`config.mk`:
```
export PLATFORM = sky130hd
export DESIGN_NAME = stream_chunk_responder
export DESIGN_NICKNAME = d
export VERILOG_FILES = /design/src/rtl/stream_chunk_pkg.sv /design/src/rtl/stream_chunk_responder.sv
export SDC_FILE = /design/constraint.sdc
export NUM_CORES = 1
export LEC_CHECK = 0
export ABC_AREA = 1
export BUFFER_PORTS_ARGS = -buffer_cell sky130_fd_sc_hd__buf_2
export CORE_MARGIN = 2
export CORE_UTILIZATION = 32
export DETAILED_ROUTE_END_ITERATION = 16
export HOLD_SLACK_MARGIN = 0.03
export PLACE_DENSITY_LB_ADDON = 0.15
export SLEW_MARGIN = 20
export SYNTH_ARGS = -nofsm -noshare
export SYNTH_HDL_FRONTEND = slang
export SYNTH_SLANG_ARGS = --single-unit
```
`constraint.sdc`:
```
create_clock -name clk -period 1.8 [get_ports clk]
set_clock_uncertainty 0.2 [all_clocks]
set_input_delay 0.09 -clock clk [delete_from_list [all_inputs] [get_ports clk]]
set_output_delay 0.09 -clock clk [all_outputs]
set_load 0.02 [all_outputs]
```
`src/rtl/stream_chunk_pkg.sv`:
```
// Shared definitions for the stream chunk responder: element width codes,
// header word field positions, the end-marker constant and the FSM state type.
package stream_chunk_pkg;

    typedef enum logic [1:0] {
        WCODE_8  = 2'd0,
        WCODE_16 = 2'd1,
        WCODE_32 = 2'd2,
        WCODE_64 = 2'd3
    } width_code_e;

    typedef enum logic [1:0] {
        IDLE    = 2'd0,
        RD_WAIT = 2'd1,
        RELEASE = 2'd2
    } rsp_state_e;

    localparam int HDR_SIZE_LSB  = 0;
    localparam int HDR_SIZE_MSB  = 31;
    localparam int HDR_WIDTH_LSB = 32;
    localparam int HDR_WIDTH_MSB = 33;
    localparam int HDR_INDEX_LSB = 56;
    localparam int HDR_INDEX_MSB = 63;

    localparam logic [63:0] END_MARKER = 64'hFFFF_FFFF_FFFF_FFFF;

    // Header word returned to the engine; the index field is left zero here.
    function automatic logic [63:0] header_word(input logic [31:0] size, input width_code_e wcode);
        logic [63:0] hdr;
        hdr = '0;
        hdr[HDR_SIZE_MSB:HDR_SIZE_LSB]   = size;
        hdr[HDR_WIDTH_MSB:HDR_WIDTH_LSB] = wcode;
        hdr[HDR_INDEX_MSB:HDR_INDEX_LSB] = '0;
        return hdr;
    endfunction

endpackage

```
`src/rtl/stream_chunk_responder.sv`:
```
// Responds to stream-engine header/gather/scatter requests against an external RAM.
// Optional macro STREAM_CHUNK_BOUNDS_CHECK_EN: reject accesses with chunk_address >= SIZE.
module stream_chunk_responder
    import stream_chunk_pkg::*;
#(
    parameter int SIZE        = 1024,
    parameter int WIDTH       = 1,
    parameter int RAM_LATENCY = 1,
    localparam int ADDR_W     = $clog2(SIZE),
    localparam int DATA_W     = 8 << WIDTH
) (
    input  logic              clk,
    input  logic              reset_n,
    input  logic              select,
    input  logic              query_req,
    input  logic              read_req,
    input  logic              write_req,
    input  logic [31:0]       chunk_address,
    input  logic [63:0]       write_data,
    output logic [63:0]       read_data,
    output logic              data_ack,
    output logic [ADDR_W-1:0] ram_addr,
    output logic [DATA_W-1:0] ram_wdata,
    input  logic [DATA_W-1:0] ram_rdata,
    output logic              ram_we,
    output logic              ram_re,
    output logic              restore_active,
    output logic              restore_done
);

    localparam logic [31:0] LAST_INDEX = 32'(SIZE - 1);
    localparam logic [2:0]  LAT_LAST   = 3'(RAM_LATENCY);

    rsp_state_e        state_q, state_d;
    logic [2:0]        lat_cnt_q, lat_cnt_d;
    logic              dropped_q, dropped_d;
    logic [63:0]       read_data_d;
    logic              data_ack_d, ram_we_d, ram_re_d;
    logic [ADDR_W-1:0] ram_addr_d;
    logic [DATA_W-1:0] ram_wdata_d;
    logic              restore_active_d, restore_done_d;
    logic              out_of_range;
    logic              unused_write_data;

    assign unused_write_data = ^write_data;

`ifdef STREAM_CHUNK_BOUNDS_CHECK_EN
    assign out_of_range = (chunk_address >= 32'(SIZE));
`else
    assign out_of_range = 1'b0;
`endif

    always_comb begin
        // NOTE: every signal gets a default first so no path leaves it unassigned (no latches).
        state_d          = state_q;
        lat_cnt_d        = lat_cnt_q;
        dropped_d        = dropped_q;
        read_data_d      = read_data;
        data_ack_d       = 1'b0;
        ram_we_d         = 1'b0;
        ram_re_d         = 1'b0;
        ram_addr_d       = ram_addr;
        ram_wdata_d      = ram_wdata;
        restore_active_d = restore_active;
        restore_done_d   = 1'b0;

        case (state_q)
            IDLE: begin
                if (select && (read_req || write_req)) begin
                    state_d = RELEASE;
                    if (read_req) begin
                        if (query_req) begin
                            read_data_d = header_word(32'(SIZE), width_code_e'(2'(WIDTH)));
                            data_ack_d  = 1'b1;
                        end else if (out_of_range) begin
                            read_data_d = '0;
                            data_ack_d  = 1'b1;
                        end else begin
                            ram_re_d   = 1'b1;
                            ram_addr_d = chunk_address[ADDR_W-1:0];
                            lat_cnt_d  = '0;
                            dropped_d  = 1'b0;
                            state_d    = RD_WAIT;
                        end
                    end else begin
                        data_ack_d = 1'b1;
                        if (query_req) begin
                            restore_active_d = 1'b1;
                        end else begin
                            if (!out_of_range) begin
                                ram_we_d    = 1'b1;
                                ram_addr_d  = chunk_address[ADDR_W-1:0];
                                ram_wdata_d = write_data[DATA_W-1:0];
                            end
                            if (restore_active && (chunk_address == LAST_INDEX)) begin
                                restore_done_d   = 1'b1;
                                restore_active_d = 1'b0;
                            end
                        end
                    end
                end
            end

            // The strobe cycle plus RAM_LATENCY wait cycles; an engine that lets
            // go of select mid-read still lets the RAM finish but gets no ack.
            RD_WAIT: begin
                if (!select) dropped_d = 1'b1;
                if (lat_cnt_q == LAT_LAST) begin
                    state_d = RELEASE;
                    if (select && !dropped_q) begin
                        read_data_d = 64'(ram_rdata);
                        data_ack_d  = 1'b1;
                    end
                end else begin
                    lat_cnt_d = lat_cnt_q + 3'd1;
                end
            end

            RELEASE: begin
                if (!select || (!read_req && !write_req)) state_d = IDLE;
            end

            default: state_d = IDLE;
        endcase
    end

    // NOTE: non-blocking assignments so every register samples pre-edge values.
    always_ff @(posedge clk or negedge reset_n) begin
        if (!reset_n) begin
            state_q        <= IDLE;
            lat_cnt_q      <= '0;
            dropped_q      <= 1'b0;
            read_data      <= '0;
            data_ack       <= 1'b0;
            ram_we         <= 1'b0;
            ram_re         <= 1'b0;
            ram_addr       <= '0;
            ram_wdata      <= '0;
            restore_active <= 1'b0;
            restore_done   <= 1'b0;
        end else begin
            state_q        <= state_d;
            lat_cnt_q      <= lat_cnt_d;
            dropped_q      <= dropped_d;
            read_data      <= read_data_d;
            data_ack       <= data_ack_d;
            ram_we         <= ram_we_d;
            ram_re         <= ram_re_d;
            ram_addr       <= ram_addr_d;
            ram_wdata      <= ram_wdata_d;
            restore_active <= restore_active_d;
            restore_done   <= restore_done_d;
        end
    end

endmodule

```
==> metrics.txt <==
vias per cell 4.042; Max IR drop VDD 425.2 uV; Hold Vio Cnt, Final 1; Max Root-Sink Buffers 2; PwrDens 1174 nW/um^2; main flop type after synthesis dfrtp_1; Least-Margin Pin Slew 0.5066 ns; M1 GR Usage 0.1706; required time of the critical path between 1.5 and 2 ns; vias 2514; number of global-route vias before repair 2433; Total Wirelength 6539 um; Min-Delay Path Class in -> reg; status complete, but fails checks; overall routing resource usage 0.1397; critical path startpoint category register; Die ar. 9389 um^2; Arr. time, crit path 1.63 ns; dpl ws 0.1308 ns; largest net degree at the start of global routing 21; fraction of registers with async set/reset 1.000; critical path's top delay family simple AND/OR/NAND/NOR gates; ranking of synthesized cells by area dfrtp_1 49%, nand2_1 18%, buf_4 13%; Setup Fix Bufs, Post-CTS 0; met2 usage in global routing 0.2457; IO Count 213; ANT nets after route 0; cell area after synthesis 2761 um^2; H-tree depth 2; EDFF count, synth 0; num rows 33; CP endpoint kind register; most used cell, CP nand2_1; Crit Path Category reg -> reg; GPL Wtd Cong 0.8468; DRC 0; met3 Use GR 0.02673; Die X between 90 and 100 um; Initial DRT Pass Iterations 4; FF+latch count, synth 54; multi-input logic area 1096 um^2; total gr overflow 0; syn avg cell area 8.027 um^2; clock insertion delay at the later pin of the skew report 0.30 ns; Slowest cell on crit path dfrtp_1; share of the synthesized area in the top cell type 0.4894; Yosys cell types 25; failing checks negative hold slack; layout cells sized above 1 0.2940; Starting Density 0.3327; GR peak layer met2; Core ar. 8299 um^2; Tmin final 1.633 ns; # placed instances 566; Avg WL per Cell 10.51 um; Die Y 96.90 um; Pleak 2.336 nW; cts bufs inserted 5; Largest stage delay, worst path 0.43 ns; FF+latch area around 1400 um^2; CTS Root Cell clkbuf_8; Synth Instances 344; Yosys warning total 0; first-pass GRT wire length 10960 um; final setup violation count 0; Initial DRC Count 52; TritonCTS clock tree yes; fin. max-slew vios 0; Hold WS -0.01056 ns; nets about 640; number of max-cap violations 0; Worst-path clk slew approximately 0.090 ns; sequence of cells on the critical path nor2_2 > nand2_1 > nor2_2 > nand2_2 > buf_4 > nand2_1 > nand2_1; Critical path buffers and inverters 1; ANT cells 0; Fill cells 819; setup slack after layout 0.1674 ns; largest area contributor in the netlist dfrtp_1; Slew headroom 0.6623; worst-path fanout max 16; Seq/Total Area, Yosys 0.4894; f_max 612.5 MHz; dpl hpwl ~4700 um; layout overhead on the synthesized area 43.23%; Sink Count 54; Finished Layout Cells 622; # port buffers 117; initial antenna violation count 0; fin crit share 0.9070
## flip-flops by register name, indices dropped and copies added (netlist names)
name,cells
state_q,2
restore_done,1
dropped_q,1
ram_wdata,16
read_data,17
ram_addr,10
ram_we,1
data_ack,1
ram_re,1
restore_active,1
lat_cnt_q,3
## final cells by class
type	count	share of cell area
clock buffers	6	0.01835
clock inverters	2	0.009491
inverters	30	0.02910
multi-input cells	252	0.2771
flip-flops and latches	54	0.3417
well taps	105	0.03322
repair buffers	173	0.2910
## repair_timing
| item | 4_1_cts | 5_1_grt |
|---|---|---|
| gates resized for setup | 0 | 7 |
| hold endpoints to repair | 102 | 0 |
| hold buffers | 50 | 0 |
| setup endpoints to repair | 0 | 16 |
## layout by cell type, fill, tap and decap left out, drive strengths merged, types with 2 or more instances in the layout
cell / n
ha: 2
conb: 47
nor2: 22
dfrtp: 54
o21ai: 6
clkbuf: 6
nand2: 136
nand3: 32
inv: 30
dlygate4sd3: 48
buf: 125
## where the power goes
group          total, W  leakage (nW)  internal, W  switching [W]
logic           0.00201          1.59     0.000702        0.00130
registers       0.00184         0.698      0.00162       0.000220
clock network  0.000796        0.0514     0.000415       0.000380
total           0.00464          2.34      0.00274        0.00191
## layer usage
| metal | part of all wire | wire length (um) |
|---|---|---|
| met1 | 0.43 | 2804 |
| met2 | 0.50 | 3273 |
| met3 | 0.052 | 341 |
| met4 | 0.018 | 119 |
| met5 | 0 | 0 |
## logic make-up (layout without fill, tap and decap cells)
group	after synthesis	in the layout	share of synthesized area
other	1	47	0.001358
flip-flops	54	54	0.4894
XOR/XNOR	1	1	0.003172
adder cells (fa/ha/maj)	2	2	0.009061
buffers and inverters	84	211	0.1831
AND/OR/NAND/NOR	193	193	0.2941
AO/OA/AOI/OAI	9	9	0.01994
## synth_stat cells, types with 2 or more instances
master and instances:
nand2_1 134, dfrtp_1 54, buf_4 48, nand3_1 32, inv_1 25, nor2_1 16
inv_2 5, nor2_2 5, o21ai_1 4, clkbuf_1 3, buf_2 2, ha_1 2
o21ai_0 2
## through the flow
step | area, um^2 | total power, W | TNS, ns | util
2_1_floorplan | 2934 | 0.003188 | 0 | -
3_3_place_gp | 3343 | 0.003780 | 0 | 0.4028
3_5_place_dp | 3343 | 0.003800 | 0 | 0.4028
4_1_cts | 3954 | 0.004697 | 0 | 0.4764
5_1_grt | 3955 | 0.005000 | -0.02482 | 0.4766
6_report | 3955 | 0.004645 | 0 | 0.4766
## worst reg2reg max path: cells and delay by family (launching register included)
kind | cells | cell delay [ns]
buf+inv | 1 | 0.21
simple gates | 6 | 0.67
flops | 1 | 0.43
## final timing paths
path                                    startpoint                        end  slack (ns)  depth (start not counted)
min                              chunk_address[26]     restore_done$_DFF_PN0_       -0.01                          8
max reg2reg                 state_q[1]$_DFFE_PN0P_  ram_wdata[13]$_DFFE_PN0P_        0.17                          7
min in group asynchronous                  reset_n    ram_addr[4]$_DFFE_PN0P_        0.08                          2
max                         state_q[1]$_DFFE_PN0P_  ram_wdata[13]$_DFFE_PN0P_        0.17                          7
min reg2reg                ram_addr[8]$_DFFE_PN0P_    ram_addr[8]$_DFFE_PN0P_        0.27                          2
max in group asynchronous                  reset_n   ram_wdata[5]$_DFFE_PN0P_        0.83                          3
(Power assumes the default switching activity.)
